===== src/rtl/imm_ext_unit.sv =====
// imm_ext_unit: buffered immediate extender.
// Extends an IN_W-bit immediate to OUT_W bits according to a 3-bit mode and
// queues {value, err} in a DEPTH-entry FIFO behind a valid/ready handshake.
// Ports:
//   clk, rst                 clock, synchronous active-high reset
//   in_valid/in_ready        producer handshake (in_ready = FIFO not full)
//   in_imm, in_op            raw immediate and extension mode
//   out_valid/out_ready      consumer handshake on the FIFO head
//   out_imm, out_err         head value and illegal-mode flag (0 when empty)
//   err_cnt                  saturating count of accepted illegal modes
//   level                    current FIFO occupancy
module imm_ext_unit #(
  parameter int unsigned IN_W  = 16,
  parameter int unsigned OUT_W = 32,
  parameter int unsigned DEPTH = 2
) (
  input  logic                       clk,
  input  logic                       rst,
  input  logic                       in_valid,
  output logic                       in_ready,
  input  logic [IN_W-1:0]            in_imm,
  input  logic [2:0]                 in_op,
  output logic                       out_valid,
  input  logic                       out_ready,
  output logic [OUT_W-1:0]           out_imm,
  output logic                       out_err,
  output logic [7:0]                 err_cnt,
  output logic [$clog2(DEPTH):0]     level
);

  localparam int unsigned PW = $clog2(DEPTH);
  localparam int unsigned LW = PW + 1;
  localparam int unsigned HW = IN_W / 2;

  localparam logic [PW-1:0] PtrOne  = PW'(1);
  localparam logic [LW-1:0] LvlOne  = LW'(1);
  localparam logic [LW-1:0] LvlFull = LW'(DEPTH);

  logic [OUT_W:0]   mem_q [DEPTH];
  logic [PW-1:0]    wr_ptr_q, wr_ptr_d;
  logic [PW-1:0]    rd_ptr_q, rd_ptr_d;
  logic [LW-1:0]    level_q, level_d;
  logic [7:0]       err_cnt_q, err_cnt_d;

  logic             push, pop;
  logic             op_illegal;
  logic [OUT_W-1:0] sign_ext;
  logic [OUT_W-1:0] ext_val;

  // Handshake depends on registered state only; no out_ready -> in_ready path.
  assign in_ready  = (level_q != LvlFull);
  assign out_valid = (level_q != '0);
  assign push      = in_valid & in_ready & ~rst;
  assign pop       = out_valid & out_ready & ~rst;

  assign op_illegal = in_op[2] & (in_op[1:0] != 2'b00);
  assign sign_ext   = {{(OUT_W-IN_W){in_imm[IN_W-1]}}, in_imm};

  always_comb begin
    ext_val = '0;
    case (in_op)
      3'b000:  ext_val = sign_ext;
      3'b001:  ext_val = {{(OUT_W-IN_W){1'b0}}, in_imm};
      3'b010:  ext_val = {in_imm, {(OUT_W-IN_W){1'b0}}};
      // Upper two bits of the sign-extended value fall off the top.
      3'b011:  ext_val = {sign_ext[OUT_W-3:0], 2'b00};
      3'b100:  ext_val = {{(OUT_W-HW){1'b0}}, in_imm[HW-1:0]};
      default: ext_val = '0;
    endcase
  end

  always_comb begin
    wr_ptr_d  = wr_ptr_q;
    rd_ptr_d  = rd_ptr_q;
    level_d   = level_q;
    err_cnt_d = err_cnt_q;
    if (push) wr_ptr_d = wr_ptr_q + PtrOne;
    if (pop)  rd_ptr_d = rd_ptr_q + PtrOne;
    if (push && !pop) level_d = level_q + LvlOne;
    if (pop && !push) level_d = level_q - LvlOne;
    if (push && op_illegal && (err_cnt_q != 8'hFF)) err_cnt_d = err_cnt_q + 8'd1;
  end

  always_ff @(posedge clk) begin
    if (rst) begin
      wr_ptr_q  <= '0;
      rd_ptr_q  <= '0;
      level_q   <= '0;
      err_cnt_q <= '0;
    end else begin
      wr_ptr_q  <= wr_ptr_d;
      rd_ptr_q  <= rd_ptr_d;
      level_q   <= level_d;
      err_cnt_q <= err_cnt_d;
    end
  end

  // Storage needs no reset: contents are masked whenever level is zero.
  always_ff @(posedge clk) begin
    if (push) mem_q[wr_ptr_q] <= {op_illegal, ext_val};
  end

  assign out_imm = out_valid ? mem_q[rd_ptr_q][OUT_W-1:0] : '0;
  assign out_err = out_valid ? mem_q[rd_ptr_q][OUT_W] : 1'b0;
  assign err_cnt = err_cnt_q;
  assign level   = level_q;

endmodule


===== config.mk =====
export PLATFORM = sky130hd
export DESIGN_NAME = imm_ext_unit
export DESIGN_NICKNAME = d
export VERILOG_FILES = /design/src/rtl/imm_ext_unit.sv
export SDC_FILE = /design/constraint.sdc
export NUM_CORES = 1
export LEC_CHECK = 0
export CAP_MARGIN = 30
export CORE_MARGIN = 2
export CORE_UTILIZATION = 52
export CTS_BUF_LIST = sky130_fd_sc_hd__clkbuf_16
export DETAILED_ROUTE_END_ITERATION = 10
export PLACE_DENSITY = 0.87
export SYNTH_ARGS = -nofsm -noshare
export SYNTH_HDL_FRONTEND = slang
export SYNTH_SLANG_ARGS = --single-unit

===== constraint.sdc =====
create_clock -name clk -period 3.5 [get_ports clk]
set_input_delay 0.35 -clock clk [delete_from_list [all_inputs] [get_ports clk]]
set_output_delay 0.35 -clock clk [all_outputs]
set_load 0.02 [all_outputs]

==> results of run 1 <==
final cells by class:
class,count,area (µm²)
repair buffers,72,708.2
multi-input cells,197,1277
well taps,96,120.1
clock buffers,9,225.2
clock inverters,7,97.59
fillers,494,2103
flip-flops and latches,79,2243
inverters,5,18.77
tightest hold or removal path: cells and delay by family, from the launching register on:
| family | cells | cell delay [ps] |
|---|---|---|
| flops | 1 | 320 |
| xor+xnor | 1 | 80 |
| simple gates | 1 | 80 |
registers in the layout, indices dropped and copies added (netlist names), named ones only:
register / count
mem_q: 66
err_cnt: 8
level: 2
rd_ptr_q: 1
wr_ptr_q: 1
final timing paths:
kind         depth (start not counted)     endpoint  slack [ps]
max                                  4  out_imm[31]        1050
max reg2reg                          8     level[1]        1530
min reg2reg                          2     rd_ptr_q         510
min                                  2     rd_ptr_q         510
logic make-up (layout without fill, tap and decap cells):
group                      count (synthesis)  after routing  share of synthesized area [%]
and+or+nand+nor                          105            105                          14.88
DFF                                       79             79                          61.73
AOI/OAI and AO/OA                         52             52                          9.025
muxes                                     34             34                          9.404
buffers and inverters                     23             93                          3.307
xor gates and xnor gates                   4              4                         0.9647
adders and majority gates                  2              2                         0.6888
cell usage after synthesis, types with 2 or more instances:
cell,number,area [µm²]
and2b_1,9,67.56
o41ai_1,2,17.52
or3_1,2,12.51
clkbuf_1,8,30.03
nor2_1,51,191.4
ha_1,2,25.02
a21o_1,14,105.1
nand3_1,4,20.02
nor2b_1,9,56.30
xnor2_1,2,17.52
buf_6,3,33.78
o21ai_0,9,45.04
nor4_1,2,12.51
a21oi_1,21,105.1
mux2i_1,33,330.3
o311ai_1,3,26.28
nor3_1,2,10.01
edfxtp_1,66,1982
xor2_1,2,17.52
and2_1,3,18.77
and4_4,2,22.52
nand2_1,13,48.80
buf_2,6,30.03
inv_1,5,18.77
dfxtp_1,13,260.3
metrics by stage:
| step | cells | util [%] | power (mW) | cell area (µm²) | setup WS [ps] |
|---|---|---|---|---|---|
| floorplan | 299 | - | 1.385 | 3632 | 684.0 |
| global placement | 449 | 64.29 | 1.570 | 4368 | 1086 |
| detailed placement | 449 | 64.29 | 1.583 | 4368 | 972.2 |
| CTS | 465 | 69.04 | 2.570 | 4691 | 1047 |
| global route | 465 | 69.04 | 2.633 | 4691 | 979.0 |
| finish | 465 | 69.04 | 2.547 | 4691 | 1052 |
per-layer routing:
metal  up-vias  part of all wire (%)  GRT usage (%)
met1      1181                    40          25.64
li1       1209                     -              -
met4         0                   2.0          10.63
met3        15                   6.6          4.430
met5         -                     0              0
met2        96                    51          35.12
power groups by stage:
| stage | sequential, mW | combinational (mW) | clock [mW] |
|---|---|---|---|
| after floorplan | 1.11 | 0.277 | 0 |
| after global placement | 1.10 | 0.466 | 0 |
| after detailed placement | 1.11 | 0.477 | 0 |
| after CTS | 1.09 | 0.481 | 1.00 |
| after global routing | 1.09 | 0.511 | 1.03 |
| final | 1.09 | 0.478 | 0.982 |
==> impl_metrics.toml, run 1 <==
[run_status]
outcome = "complete, no violations"

[cts]
clock-sinks = 79
clkLatencyLatePin_ps = 330
cts_buffers = 9
htree_levels = 3
cts.path.max_buffers = 2
cts-hold-fix-buffers = 0
cts_tree = "done"
cts_root_buffer = "clkbuf_16"
cts_setup_buffers = 0
clk_pin_slew_ps = 60
post_cts_resized = 0

[sta]
fin_skew_ps = 7.513
period_minus_slack_ps = 2448
relSlewSlack_pct = 58.17
timing.final.crit_share_pct = 69.93
tns_ps = 0
tightestPinTransition_ps = 625.5
hold_viol_final = 0
setup_violations = 0
slew_viol_final = 0
fmax_ghz = 0.4086
whs_ps = 514.6
rsz0062_at_grt = "no"

[setup_path]
path_cells = "buf_4, mux2i_1, nor2_1, clkdlybuf4s50_1"
cp.buffers_inverters = 2
crit_path_max_fanout = 33
critPathKind = "register to output port"
start_kind = "register"
worst_path_max_delay_cell = "clkdlybuf4s50_1"
cp.required_ps = 3150
crit_arrival_ps = 2100
crit_family = "buffers and inverters"
r2r-start = "level[1]"
endpoint_kind = "output port"
slowest_delay_ps = 640

[detailed_routing]
vias = 2501
ant_nets = 0
drc = 0
viasPerCell = 5.378
wl_um = 7801
drt_iter0_markers = 214
firstDrtPassIters = 4
wl_per_cell_um = 16.78

[global_route]
grt_pass1_vias = 2397
overflow = 0
grt_use_total_pct = 20.94
grt_pass1_wl_um = 11830
grt_start_max_net_pins = 35
antenna_found_initial = 0

[job]
drv_cap = 0

[logic_synthesis]
ys.flop_type = "edfxtp_1"
postSynthCellCount = 299
avgSynthCellArea_um2 = 12.15
ys_async_sr_fraction_pct = 0
yosysUniqueCellTypes = 38
syn_area_um2 = 3632
yosysSeqAreaShare_pct = 61.73
syn_nets = 324
yosysWarningCount = 0
ys_ff_latch = 79
synth-edff-count = 66

[finish]
syn_to_final_growth_pct = 29.14
mostFrequentLayoutCell = "clkdlybuf4s50_1"
drive_above_1_share_pct = 8.401
final_cell_mix = "clkdlybuf4s50_1 (67), edfxtp_1 (66), nor2_1 (48), mux2i_1 (33), a21oi_1 (21)"
layout.nets = 389
diodes = 0

[floorplan]
coreArea_um2 = 6794
dieWidth_um = 87.58
row_count = 30
die_y_um = 87.58
start_util_pct = 53.46
dieArea_um2 = 7669
ios = 68

[pwr]
swShare_pct = 25.23
internal_power_mw = 1.905
seqPwrFrac_pct = 42.7
pwr-share-comb_pct = 18.8
irDropWorstVdd_mv = 0.2752
p_switching_mw = 0.6426
power_density_nw_per_um2 = 543.1
clkPwrFrac_pct = 38.6
p_leak_nw = 1.671

[hold_path]
holdCritPathClass = "register to register"
holdCritStartpoint = "rd_ptr_q"

[placed_design]
gp_congestion = 0.7491
place_hpwl_um = 5141
io_buffers = 67
Note: power is estimated with default switching activity, not from simulation.
==> inputs of run 2 (changes only) <==
clock period = 2.3 ns   (was 3.5 ns; I/O delays follow)
==> run 2 against run 1 <==
Net effect:
- cell count up 1.3%
- design area up 0.19%
- sequential power up 52%
- critical path depth unchanged
- worst hold slack better by 3.0 ps
- critical path type unchanged
- largest cell class unchanged
- total power up 45%
- via count up 2.5%
==> impl_metrics.toml, run 2 (same netlist as run 1, synthesis figures left out) <==
[detailed_routing]
ant_nets = 0
vias = 2563
drc = 0
firstDrtPassIters = 4
wl_um = 8019
drt_iter0_markers = 169
wl_per_cell_um = 17.03
viasPerCell = 5.442

[cts]
cts-hold-fix-buffers = 0
clock-sinks = 79
cts_root_buffer = "clkbuf_16"
cts_tree = "done"
cts.path.max_buffers = 2
clkLatencyLatePin_ps = 330
htree_levels = 3
post_cts_resized = 0
clk_pin_slew_ps = 60
cts_buffers = 9
cts_setup_buffers = 0

[hold_path]
holdCritPathClass = "register to register"
hold-path-endpoint = "rd_ptr_q"
min_delay_path_depth = 2
holdCritStartpoint = "rd_ptr_q"

[sta]
whs_ps = 517.6
fin_skew_ps = 4.814
setup_violations = 0
fmax_ghz = 0.4740
period_minus_slack_ps = 2110
tns_ps = 0
timing.final.crit_share_pct = 91.73
rsz0062_at_grt = "no"
hold_viol_final = 0
setup_slack_ps = 190.2
slew_viol_final = 0
relSlewSlack_pct = 60.77
tightestPinTransition_ps = 588.4

[setup_path]
start_kind = "register"
cp.required_ps = 2070
worst_path_max_delay_cell = "clkdlybuf4s50_1"
critPathKind = "register to output port"
crit_family = "buffers and inverters"
reg2reg_slack_ps = 390
r2r-start = "level[1]"
cp.buffers_inverters = 2
crit_path_max_fanout = 17
rr_worst_depth = 8
path_cells = "nor2_2, buf_4, nor2_1, clkdlybuf4s50_1"
crit_arrival_ps = 1880
slowest_delay_ps = 640
cp_num_cells = 4
endpoint_kind = "output port"
crit_start = "level[0]"
worst_r2r_endpoint = "level[1]"

[finish]
top_register = "mem_q"
mostFrequentLayoutCell = "clkdlybuf4s50_1"
final_cell_mix = "clkdlybuf4s50_1 (67), edfxtp_1 (66), nor2_1 (48), mux2i_1 (33), a21oi_1 (21)"
diodes = 0
syn_to_final_growth_pct = 29.38
drive_above_1_share_pct = 9.867
largest_reg_flops = 66
layout.nets = 395
fillCellCount = 482

[placed_design]
place_hpwl_um = 5453
pre_cts_slack_ps = 59.25
io_buffers = 67
gp_congestion = 0.7828

[global_route]
grt_use_total_pct = 21.85
overflow = 0
grt_start_max_net_pins = 34
grt_pass1_vias = 2525
antenna_found_initial = 0
grt_pass1_wl_um = 12400

[job]
drv_cap = 0

[floorplan]
dieArea_um2 = 7669
coreArea_um2 = 6794
start_util_pct = 53.46
ios = 68
die_y_um = 87.58
dieWidth_um = 87.58
row_count = 30

[pwr]
power_density_nw_per_um2 = 785.5
irDropWorstVdd_mv = 0.3821
p_leak_nw = 1.683

[run_status]
outcome = "complete, no violations"
## run 2: final cells by class
| cell class | count | area [µm²] | share of cell area, % |
|---|---|---|---|
| inverters | 5 | 18.77 | 0.3994 |
| clock buffers | 9 | 225.2 | 4.792 |
| well taps | 96 | 120.1 | 2.556 |
| clock inverters | 7 | 48.80 | 1.038 |
| repair buffers | 78 | 765.7 | 16.29 |
| multi-input cells | 197 | 1277 | 27.18 |
| flip-flops and latches | 79 | 2243 | 47.74 |
## run 2: metal layers
layer	wire length, µm	share of wire (%)	GRT usage (%)
met2	4293	54	38.15
met4	167	2.1	10.35
met1	3104	39	25.97
met5	0	0	0
met3	453	5.6	4.241
## run 2: worst max path at each step
| stage | slack, ps | endpoint |
|---|---|---|
| floorplan | -520 | mem_q[0][0] |
| global placement | 140 | mem_q[1][17] |
| detailed placement | 60 | mem_q[1][28] |
| CTS | 190 | out_imm[22] |
| global route | 110 | out_imm[31] |
| finish | 190 | out_imm[31] |
## run 2: per-stage QoR
stage | util, % | instances | area [µm²] | total power, mW
6_report | 69.17 | 471 | 4700 | 3.692
5_1_grt | 69.17 | 471 | 4700 | 3.830
3_3_place_gp | 65.03 | 454 | 4418 | 2.411
4_1_cts | 69.06 | 470 | 4692 | 3.715
3_5_place_dp | 65.03 | 454 | 4418 | 2.433
2_1_floorplan | - | 299 | 3632 | 2.107
## run 2: power breakdown
group	leakage (nW)	switching, mW	internal (mW)
Combinational	0.826	0.418	0.336
Clock	0.132	0.553	0.730
Sequential	0.725	0.0262	1.63
## run 2: worst register-to-register path, delay by kind of cell (launching register included)
kind,cells,cell delay (ps)
compound gates,1,130
fa+ha+maj,1,330
buf+inv,2,320
flops,1,360
simple gates,4,710
==> inputs of run 3 (changes only) <==
CORE_UTILIZATION = 25   (was 52)
CTS_BUF_LIST = sky130_fd_sc_hd__clkbuf_2   (was sky130_fd_sc_hd__clkbuf_16)
PLACE_DENSITY = 0.51   (was 0.87)
==> run 3 against run 2 <==
Net effect:
- clock power is 43% lower
- via count is 2.1% lower
- cell count is 19% higher
- count of clock-buffer cells in the layout is 2 higher
- non-clock buffer count is 2 higher
- critical path depth stayed put
- die area is 100% higher
- total power is 16% lower
- largest power group unchanged
==> impl_metrics.toml, run 3 (same netlist as run 1, synthesis figures left out) <==
[floorplan]
coreArea_um2 = 14370
die_y_um = 124.5
dieArea_um2 = 15510
row_count = 44
start_util_pct = 25.28
ios = 68
dieWidth_um = 124.5

[global_route]
grt_pass1_wl_um = 13280
antenna_found_initial = 0
grt_start_max_net_pins = 34
grt_pass1_vias = 2448
overflow = 0
grt_use_total_pct = 11.05

[finish]
multi_input_area_um2 = 1281
regArea_um2 = 2248
design_area_um2 = 4696
top_register = "mem_q"
syn_to_final_growth_pct = 29.28
drive_above_1_share_pct = 11.14
layout.nets = 397
mostFrequentLayoutCell = "edfxtp_1"
largest_reg_flops = 66
diodes = 0
final_cell_mix = "edfxtp_1 (66), nor2_1 (48), clkdlybuf4s50_1 (34), mux2i_1 (32), dlygate4sd2_1 (29)"
fillCellCount = 1454

[placed_design]
placed_area_um2 = 4572
io_buffers = 67
gp_congestion = 0.7382
place_hpwl_um = 5934

[sta]
setup_violations = 0
timing.final.crit_share_pct = 91.02
tns_ps = 0
tightestPinTransition_ps = 553.7
relSlewSlack_pct = 63.08
rsz0062_at_grt = "no"
period_minus_slack_ps = 2093
fin_skew_ps = 21.64
fmax_ghz = 0.4777
slew_viol_final = 0
hold_viol_final = 0

[pwr]
p_leak_nw = 1.843
irDropWorstVdd_mv = 0.2137
power_density_nw_per_um2 = 664.3

[cts]
htree_levels = 3
clkLatencyLatePin_ps = 530
cts.path.max_buffers = 2
cts_root_buffer = "clkbuf_2"
cts_setup_buffers = 0
cts_buffers = 9
cts_tree = "done"
clock-sinks = 79
clk_pin_slew_ps = 210

[hold_path]
holdCritPathClass = "input port to register"

[detailed_routing]
wl_um = 8626
ant_nets = 0
viasPerCell = 4.471
wl_per_cell_um = 15.38
firstDrtPassIters = 4
drc = 0
drt_iter0_markers = 100
vias = 2508

[setup_path]
endpoint_kind = "output port"
cp.required_ps = 2070
critPathKind = "register to output port"
crit_arrival_ps = 1860
crit_path_max_fanout = 16
start_kind = "register"

[run_status]
outcome = "complete, no violations"

[job]
drv_cap = 0
## run 3: cell types whose count changed in the layout (fill, tap and decap cells not counted), moves of 2 or more
cell	before	now
clkbuf_16	9	1
buf_4	10	7
dlygate4sd2_1	0	29
dlymetal6s2s_1	0	4
dfxtp_1	12	10
buf_12	1	3
clkdlybuf4s50_1	67	34
buf_6	0	2
clkbuf_2	0	11
## run 3: layer usage
metal  vias up  GRT usage [%]  share of wire (%)
met1      1203          15.04                 48
met5         -              0                  0
met4         0          3.966                1.3
met2        72          17.00                 46
met3        11          2.878                4.4
li1       1222              -                  -
## run 3: layout make-up
class	instances	area share, %
well taps	184	4.903
clock inverters	5	1.226
flip-flops and latches	79	47.88
clock buffers	11	1.172
inverters	5	0.3997
repair buffers	80	17.13
multi-input cells	197	27.28
## run 3: timing repair
item                                    CTS  global route
gates resized for setup                  30             8
hold buffers                              0             0
cloned                                    0             1
endpoints found under the setup margin   33             5
## run 3: power breakdown
part / internal [mW] / total [mW] / switching (mW)
clock network: 0.263 / 0.736 / 0.473
registers: 1.63 / 1.66 / 0.0266
logic: 0.306 / 0.728 / 0.422
## run 3: worst paths after layout
check	from	slack (ps)	cells after the start	endpoint
worst max register to register	level[1]	470	8	level[1]
worst max-delay path	level[1]	210	4	out_valid
worst min-delay path	out_ready	360	4	rd_ptr_q
worst min register to register	rd_ptr_q	530	2	rd_ptr_q
## run 3: through the flow
stage	setup WS, ps	hold WS (ps)	utilization, %	instances	total power, mW
2_1_floorplan	-516.0	432.7	-	299	2.107
3_3_place_gp	102.7	486.1	31.74	543	2.453
3_5_place_dp	217.2	490.7	31.82	544	2.462
4_1_cts	-101.5	316.8	32.36	560	3.150
5_1_grt	24.74	339.1	32.68	561	3.292
6_report	206.6	362.7	32.68	561	3.119
## run 3: critical path, stage by stage (launching register included)
cell             delay (ps)
dfxtp_2                 390
nor2_2                  150
buf_6                   190
inv_1                    70
clkdlybuf4s50_1         530
